File: config.mk
export PLATFORM = sky130hd
export DESIGN_NAME = ball_engine
export DESIGN_NICKNAME = d
export VERILOG_FILES = /design/src/rtl/ball_engine.sv
export SDC_FILE = /design/constraint.sdc
export NUM_CORES = 1
export LEC_CHECK = 0
export ABC_CLOCK_PERIOD_IN_PS = 4700
export CAP_MARGIN = 20
export CORE_AREA = 2 2 114 116
export DETAILED_ROUTE_END_ITERATION = 7
export DIE_AREA = 0 0 116 118
export PLACE_DENSITY_LB_ADDON = 0.12
export SKIP_LAST_GASP = 1
export SLEW_MARGIN = 40
export SYNTH_ARGS = -nofsm -noshare
export SYNTH_HDL_FRONTEND = slang
export SYNTH_SLANG_ARGS = --single-unit
export TNS_END_PERCENT = 20
File: constraint.sdc
create_clock -name slowclock -period 4.7 [get_ports slowclock]
set_input_delay 1.175 -clock slowclock [delete_from_list [all_inputs] [get_ports slowclock]]
set_output_delay 1.175 -clock slowclock [all_outputs]
set_load 0.01 [all_outputs]
File: src/rtl/ball_engine.sv
// Pong ball engine: serve / play / point / game-over sequencing with wall and left-paddle collisions.
// Optional BALL_SPEEDUP_EN: horizontal step grows by one pixel per four returns, capped at STEP+2.
module ball_engine #(
  parameter int unsigned STEP        = 2,
  parameter int unsigned SERVE_DELAY = 60,
  parameter int unsigned WIN_SCORE   = 9
) (
  input  logic       slowclock,
  input  logic       reset,
  input  logic [9:0] paddle_y,
  output logic [9:0] ballx,
  output logic [9:0] bally,
  output logic [3:0] Score1,
  output logic [3:0] Score2,
  output logic       game_over
);

  localparam int unsigned XW = 10;
  localparam int unsigned EW = 11;
  localparam int unsigned CW = 7;
  localparam int unsigned SW = 4;

  localparam logic [XW-1:0] CENTRE_X   = XW'(310);
  localparam logic [XW-1:0] CENTRE_Y   = XW'(230);
  localparam logic [EW-1:0] X_RIGHT    = EW'(590);
  localparam logic [EW-1:0] Y_BOTTOM   = EW'(460);
  localparam logic [EW-1:0] PAD_LEFT   = EW'(60);
  localparam logic [EW-1:0] PAD_FACE   = EW'(90);
  localparam logic [EW-1:0] PAD_H      = EW'(120);
  localparam logic [EW-1:0] BALL_SZ    = EW'(20);
  localparam logic [EW-1:0] Y_STEP     = EW'(STEP);
  localparam logic [CW-1:0] DELAY_LAST = CW'(SERVE_DELAY - 1);
  localparam logic [SW-1:0] WIN        = SW'(WIN_SCORE);

  typedef enum logic [1:0] {SERVE, PLAY, POINT, OVER} state_t;

  state_t        state, state_nxt;
  logic [CW-1:0] cnt, cnt_nxt;
  logic          vx_right, vx_right_nxt;
  logic          vy_up, vy_up_nxt;
  logic          serve_bit, serve_bit_nxt;
  logic [XW-1:0] ballx_nxt, bally_nxt;
  logic [SW-1:0] score1_nxt, score2_nxt, score1_inc;
  logic          game_over_nxt;

  logic [EW-1:0] bx, by, py, x_step;
  logic          hit, miss, win_hit, serve_done;

  // Horizontal step, optionally sped up by return count
`ifdef BALL_SPEEDUP_EN
  logic [1:0] bonus;
  always_comb begin
    bonus  = (Score1[3:2] == 2'd3) ? 2'd2 : Score1[3:2];
    x_step = EW'(STEP) + EW'(bonus);
  end
`else
  always_comb x_step = EW'(STEP);
`endif

  // Collision predicates on zero-extended operands; subtraction is moved across to avoid wrap
  always_comb begin
    bx         = {1'b0, ballx};
    by         = {1'b0, bally};
    py         = {1'b0, paddle_y};
    hit        = !vx_right && (bx >= PAD_LEFT) && (bx <= PAD_FACE + x_step) &&
                 (by + BALL_SZ > py) && (by < py + PAD_H);
    miss       = !vx_right && !hit && (bx < x_step);
    score1_inc = (Score1 < WIN) ? Score1 + SW'(1) : Score1;
    win_hit    = hit && (score1_inc == WIN);
    serve_done = (cnt == DELAY_LAST);
  end

  always_ff @(posedge slowclock or negedge reset) begin
    if (!reset) begin
      state     <= SERVE;
      cnt       <= '0;
      vx_right  <= 1'b0;
      vy_up     <= 1'b0;
      serve_bit <= 1'b0;
      ballx     <= CENTRE_X;
      bally     <= CENTRE_Y;
      Score1    <= '0;
      Score2    <= '0;
      game_over <= 1'b0;
    end else begin
      state     <= state_nxt;
      cnt       <= cnt_nxt;
      vx_right  <= vx_right_nxt;
      vy_up     <= vy_up_nxt;
      serve_bit <= serve_bit_nxt;
      ballx     <= ballx_nxt;
      bally     <= bally_nxt;
      Score1    <= score1_nxt;
      Score2    <= score2_nxt;
      game_over <= game_over_nxt;
    end
  end

  always_comb begin
    state_nxt = state;
    unique case (state)
      SERVE: if (serve_done) state_nxt = PLAY;
      PLAY:  if (miss || win_hit) state_nxt = POINT;
      POINT: state_nxt = (Score1 == WIN || Score2 == WIN) ? OVER : SERVE;
      OVER:  state_nxt = OVER;
    endcase
  end

  always_comb begin
    cnt_nxt       = cnt;
    vx_right_nxt  = vx_right;
    vy_up_nxt     = vy_up;
    serve_bit_nxt = serve_bit;
    ballx_nxt     = ballx;
    bally_nxt     = bally;
    score1_nxt    = Score1;
    score2_nxt    = Score2;
    game_over_nxt = (state_nxt == OVER);
    unique case (state)
      SERVE: begin
        if (serve_done) begin
          cnt_nxt      = '0;
          vx_right_nxt = 1'b0;
          vy_up_nxt    = serve_bit;
        end else begin
          cnt_nxt = cnt + CW'(1);
        end
      end
      PLAY: begin
        if (!vx_right) begin
          if (hit) begin
            ballx_nxt    = XW'(PAD_FACE);
            vx_right_nxt = 1'b1;
            score1_nxt   = score1_inc;
          end else if (miss) begin
            ballx_nxt  = '0;
            score2_nxt = (Score2 < WIN) ? Score2 + SW'(1) : Score2;
          end else begin
            ballx_nxt = XW'(bx - x_step);
          end
        end else if (bx + x_step >= X_RIGHT) begin
          ballx_nxt    = XW'(X_RIGHT);
          vx_right_nxt = 1'b0;
        end else begin
          ballx_nxt = XW'(bx + x_step);
        end
        // Vertical motion is independent so corner hits apply both reflections
        if (vy_up) begin
          if (by < Y_STEP) begin
            bally_nxt = '0;
            vy_up_nxt = 1'b0;
          end else begin
            bally_nxt = XW'(by - Y_STEP);
          end
        end else if (by + Y_STEP > Y_BOTTOM) begin
          bally_nxt = XW'(Y_BOTTOM);
          vy_up_nxt = 1'b1;
        end else begin
          bally_nxt = XW'(by + Y_STEP);
        end
      end
      POINT: begin
        ballx_nxt = CENTRE_X;
        bally_nxt = CENTRE_Y;
        cnt_nxt   = '0;
        if (state_nxt == SERVE) begin
          serve_bit_nxt = ~serve_bit;
          vy_up_nxt     = ~serve_bit;
          vx_right_nxt  = 1'b0;
        end
      end
      OVER: begin
      end
    endcase
  end

endmodule
Yosys cells after proc, flatten, opt, wreduce, memory -nomap -nowiden --
Index checks and enable logic that the tools add are counted.
Word-level totals: register bits after elaboration 41, bits of input ports 12, output and inout port bits 29, word-level logic and storage cells 90
Cells by class: add/subtract/negate cells 9, magnitude comparators 10, equal/unequal tests 10, mux-type cells 28, bitwise operators 3, reductions and logical operators 20
Operator list (count):
- 10-bit 2-to-1 mux | 7
- 10-bit case mux with 2 select lines | 2
- 10-bit by 2-bit adder with 11-bit output, second input constant | 2
- 10-bit by 2-bit < comparator with 1-bit output, second input constant | 2
- 10-bit by 2-bit subtractor with 10-bit output, second input constant | 2
- 7-bit case mux with 2 select lines | 1
- 4-bit == test, second input constant | 3
- 10-bit by 5-bit adder with 11-bit output, second input constant | 1
- 10-bit by 7-bit adder with 11-bit output, second input constant | 1
- 11-bit by 10-bit greater-or-equal comparator with 1-bit output, second input constant | 1
- 11-bit by 10-bit > comparator with 1-bit output | 1
- 11-bit by 9-bit > comparator with 1-bit output, second input constant | 1
- 10-bit by 11-bit < comparator with 1-bit output | 1
- 10-bit by 6-bit greater-or-equal comparator with 1-bit output, second input constant | 1
- 10-bit by 7-bit <= comparator with 1-bit output, second input constant | 1
- 1-bit 2-to-1 mux | 10
- 4-bit by 1-bit adder with 4-bit output, second input constant | 2
- 4-bit < comparator, second input constant | 2
- 2-bit case mux with 4 select lines | 1
- 7-bit by 1-bit adder with 7-bit output, second input constant | 1
- 7-bit by 6-bit == test with 1-bit output, second input constant | 1
- 1-bit logical AND | 7
- 7-bit 2-to-1 mux | 1
- 2-bit == test, second input constant | 3
- other kinds (14) | 25

Depth between registers and ports, before layout --
depth in word-level cells 14, depth in mapped cells 13, depth with buffers taken out 13

Worst setup path before layout --
No wires, ideal clock.
kind input-to-reg, start in paddle_y[3], end reg vy_up, setup time 0.128 ns, arrival 3.618 ns, required time 4.572 ns, slack 0.954 ns, stages 13, path buffers 0, cells stage by stage inv_1 ha_1 nand3_1 nand3_1 xnor2_1 ha_1 a21oi_1 nand2_1 a211o_1 nor4_1 o21ai_1 a21oi_2 mux2_1
On the way: cells in the longest elaborated chain, start to end 12, elaborated cells on any way between the ends 15, classes of those cells add/sub (1); order compare (2); eq/ne (1); mux (2); reduce/logical (9)
Ends and longest elaborated chain:
- from (decl) | RTL line 10 | input logic [9:0] paddle_y,
- 10-bit by 7-bit adder with 11-bit output / 11-bit by 10-bit > comparator with 1-bit output (equally long branches) | RTL line 66 | (by + BALL_SZ > py) && (by < py + PAD_H);
- 10-bit by 11-bit < comparator with 1-bit output / 1-bit logical AND (equally long branches) | RTL line 66, 65
- 1-bit logical AND (*) | RTL line 66
- 1-bit zero test | RTL line 67 | miss = !vx_right && !hit && (bx < x_step);
- 1-bit logical AND (2 in series) | RTL line 67
- 1-bit logical OR (*) | RTL line 103 | PLAY: if (miss || win_hit) state_nxt = POINT;
- 2-bit 2-to-1 mux (*) | RTL line 103
- 2-bit case mux with 4 select lines (*) | RTL line 101 | unique case (state)
- 2-bit zero test (*) | RTL line 166 | if (state_nxt == SERVE) begin
- 2-bit inequality test (no line) (*)
- 3-bit AND reduction (no line) (*)
- to (signal assigned) | RTL line 89 | vy_up <= vy_up_nxt;
- to (decl) | RTL line 40 | logic vy_up, vy_up_nxt;
Every way passes the cells marked *; elsewhere a longest branch is shown, timed or not. A chain may end at the register's enable or synchronous reset.

Final worst setup path --
Ends and elaborated chain as after synthesis.

==> results.md <==
Synthesis:
- Yosys attributes the largest share of cell area to dfrtp_1 20%, ha_1 13%, dfstp_2 7.1%, xnor2_1 4.8%, nand2_1 4.7%.
- After synthesis, the mean cell area works out to 7.93 um^2.
- The post-synthesis instance area is 0.00368 mm^2.
- During synthesis, Yosys emitted a total of 0 warnings.
- The synthesized design contains 39 register bits.
- For this run, asynchronously set or reset flops after synthesis account for 100%.
- The biggest area contributor in the post-synthesis netlist is dfrtp_1.
- The synthesized design contains 0 enable-type register cells.
- The area share of the largest cell type after synthesis is 19.7%.
- The count of different cell masters after synthesis is 69.
- Yosys instantiated no cell more often than nand2_1.
- Sequential elements use 26.9% of the synthesized area.
- The most used flip-flop cell after synthesis is dfrtp_1.
- Counting instances in the post-synthesis netlist gives the leading cell types as 46 x nand2_1, 43 x nor2_1, 38 x ha_1, 36 x inv_1, 34 x o21ai_0.
- The cell count after synthesis came out at 464.

Routing:
- After detailed routing, the number of vias per cell comes to 5.13.
- The total routed wirelength is 10300 um.
- In the final routed layout, each cell accounts on average for 15.5 um.
- The detailed router finished its first iteration with 181 violations.
- The vias after detailed routing is 3399.
- Once detail routing completed, the nets flagged for antenna violations numbered 0.
- For this run, the detailed router's first-pass iteration total came to 4.
- The remaining routing DRC violations is 0.

STA:
- For the finished layout, the period the worst path requires is 4.18 ns.
- Of the available clock period, the critical path in the final layout requires 88.9%.
- After routing, the total negative slack on setup checks comes to 0 ns.
- At the pin with the least slew margin, the transition time is 0.750 ns.
- Setup violations remaining at the end of the flow were counted as 0.
- Setup repair after global routing left no endpoint under its margin.
- The worst-case clock skew is 0.0103 ns.
- The final hold violation count is 0.
- Static timing analysis puts the maximum clock frequency at 239 MHz.
- The relative max-transition margin is 50.0%.
- The final hold slack is 0.503 ns.
- The number of pins with negative max-slew slack in the final report is 0.

Worst setup path:
- Data on the critical path is required at its endpoint by 4.87 ns.
- Walking the worst path, the cells encountered are clkdlybuf4s50_1, inv_1, ha_1, nand3_1, nand3_1, xnor2_1, ha_1, a21oi_1, nand2_1, a211o_1, nor4_1, buf_4, o21ai_1, a21oi_2, mux2_1.
- STA classifies the critical path startpoint as a primary input.
- For this run, the slowest stage of the critical path takes 0.51 ns.
- The launching point of the worst reg2reg path is bally[3].
- The number of buffers and inverters on the critical path is 3.
- The arrival time at the worst endpoint is 4.35 ns.
- Of all nets on the critical path, the largest fanout is 4.
- The critical path is of the primary input to flop type.
- The family with the most delay on the worst path is compound AO/OA/AOI/OAI gates.
- Among all stages on the critical path, the largest delay is contributed by clkdlybuf4s50_1.
- The critical path starts at paddle_y[3].
- The kind of end point of the critical path is a flop.

Hold path:
- The min-delay analysis places its worst path in the category flop to flop.
- In this run the most critical hold path is launched from serve_bit.

Pwr:
- Summed over all cells, the static leakage comes to 0.00185 uW.
- The peak supply drop is 209 uV.
- Power spread over the standard cell area amounts to 545 mW/mm^2.

Global routing:
- After global routing the overflow that remains totals 0.
- The first global-routing pass estimated 17100 um of wire.
- The maximum number of pins on one net before global-route repair is 40.
- For this run, the total global-route usage over all layers was measured as 15.6%.
- The initial antenna violation count is 1.
- The via count of the first global-routing pass is 3432.

Clocking:
- TritonCTS built the clock tree.
- The number of sinks on the clock net is 39.
- After clock tree synthesis, the setup repair step added 0 buffers.
- In this run, post-CTS repair resized a total of 0 instances.
- Counting the buffers created by CTS gives 5.
- Counting along the longest clock path gives a buffer depth of 2.
- For the worst-skew pair, the clock arrives at the later sink with an insertion delay of 0.29 ns.
- The maximum level of the CTS H-tree is 2.
- The cell sitting at the root of the clock tree is a clkbuf_16.
- After clock tree synthesis, the clock-pin slew on the worst setup and hold paths is 0.06 ns.
- Buffers inserted to repair hold after CTS numbered 0.

Run:
- The max-cap violation count is 0.

Floorplanning:
- The row count is 41.
- The count of boundary I/O pins is 41.
- The die area is 0.0137 mm^2.
- The die boundary height is 118 um.
- The core box area is 0.0124 mm^2.
- The die boundary width is 116 um.
- Once the floorplan was initialized, standard cells occupied 29.7% of the core.

Cells and area:
- In the final layout, the share of cells above drive strength 1 is 6.94%.
- The net total in the final layout is 539.
- The antenna diode count is 0.
- The number of filler cells placed in the layout is 1334.
- Registers take 988 um^2.
- The combined area of the multi-input logic cells is 0.00243 mm^2.
- The area growth from synthesis to layout is 18.0%.

Run status:
- The flow ran to the end, and the final reports show no timing, DRC or antenna violations.

Placement:
- The number of buffers inserted by port buffering is 38.
- Detailed placement ended at an HPWL of 7530 um.
- The weighted congestion at the end of routability-driven global placement is 0.808.
## worst paths after layout
path                              to  slack [ns]  cells after the start
hold / removal             serve_bit        0.50                      1
hold reg to reg            serve_bit        0.50                      1
min in group asynchronous  game_over        0.86                      1
setup reg to reg               vy_up        1.05                     14
max in group asynchronous   bally[2]        3.46                      1
setup / recovery               vy_up        0.52                     15
## placed cells by master, fill, tap and decap left out, drive strengths merged, types with 4 or more instances in the layout
| cell | n |
|---|---|
| and3 | 10 |
| nor4 | 5 |
| nand2 | 47 |
| nor3 | 20 |
| nand2b | 4 |
| ha | 38 |
| xnor2 | 20 |
| a21oi | 25 |
| a211oi | 5 |
| nand4 | 9 |
| o21ai | 36 |
| nand3 | 13 |
| o2bb2ai | 5 |
| buf | 6 |
| xor2 | 7 |
| o22ai | 5 |
| inv | 37 |
| nor2 | 44 |
| dfrtp | 29 |
| a32oi | 4 |
| clkbuf | 7 |
| mux2i | 4 |
| dfstp | 10 |
| nor2b | 4 |
| or3 | 4 |
| clkdlybuf4s50 | 37 |
## state kept, by name, summed over array words and instances, names as in the netlist
name       cells
state          2
Score2         4
vy_up          1
game_over      1
bally          9
cnt            7
Score1         4
vx_right       1
serve_bit      1
ballx          9
## area by class of cell
| class | instances | share of cell area [%] |
|---|---|---|
| clock buffer | 7 | 3.28 |
| clock inverter | 1 | 0.202 |
| inverter | 37 | 3.20 |
| multi-input combinational | 363 | 56.0 |
| sequential | 39 | 22.8 |
| tap | 172 | 4.95 |
| timing repair buffer | 43 | 9.56 |
## power by group
group / switching (uW) / internal (uW) / leakage (uW)
combinational: 712 / 578 / 0.00128
sequential: 252 / 469 / 0.000487
clock: 145 / 214 / 0.0000745
total: 1110 / 1260 / 0.00185
## cell families (layout without fill, tap and decap cells)
kind of cell,Yosys count,after routing,synth area share (%)
buf+inv,63,88,7.10
flops,39,39,26.9
compound gates,121,121,21.6
other cells,1,2,0.102
xor+xnor,27,27,6.42
mux,7,7,2.11
fa+ha+maj,38,38,12.9
simple gates,168,168,22.9
## layer usage
metal	track usage (%)	up-vias	share of wire [%]
met5	0	-	0
met4	4.69	0	1.5
met3	2.99	11	3.7
met2	25.6	64	47
met1	20.5	1617	48
li1	-	1707	-
## metrics by stage
step	cell area, um^2	instances	util, %	power, uW	setup WS, ns
finish	4340	662	35.0	2370	0.522
floorplan	3680	465	-	1600	0.954
CTS	4340	662	35.0	2400	0.455
detailed placement	4190	654	33.8	2030	0.166
global route	4340	662	35.0	2590	0.211
global placement	4190	654	33.8	2020	0.302
Note: power is estimated with default switching activity, not from simulation.
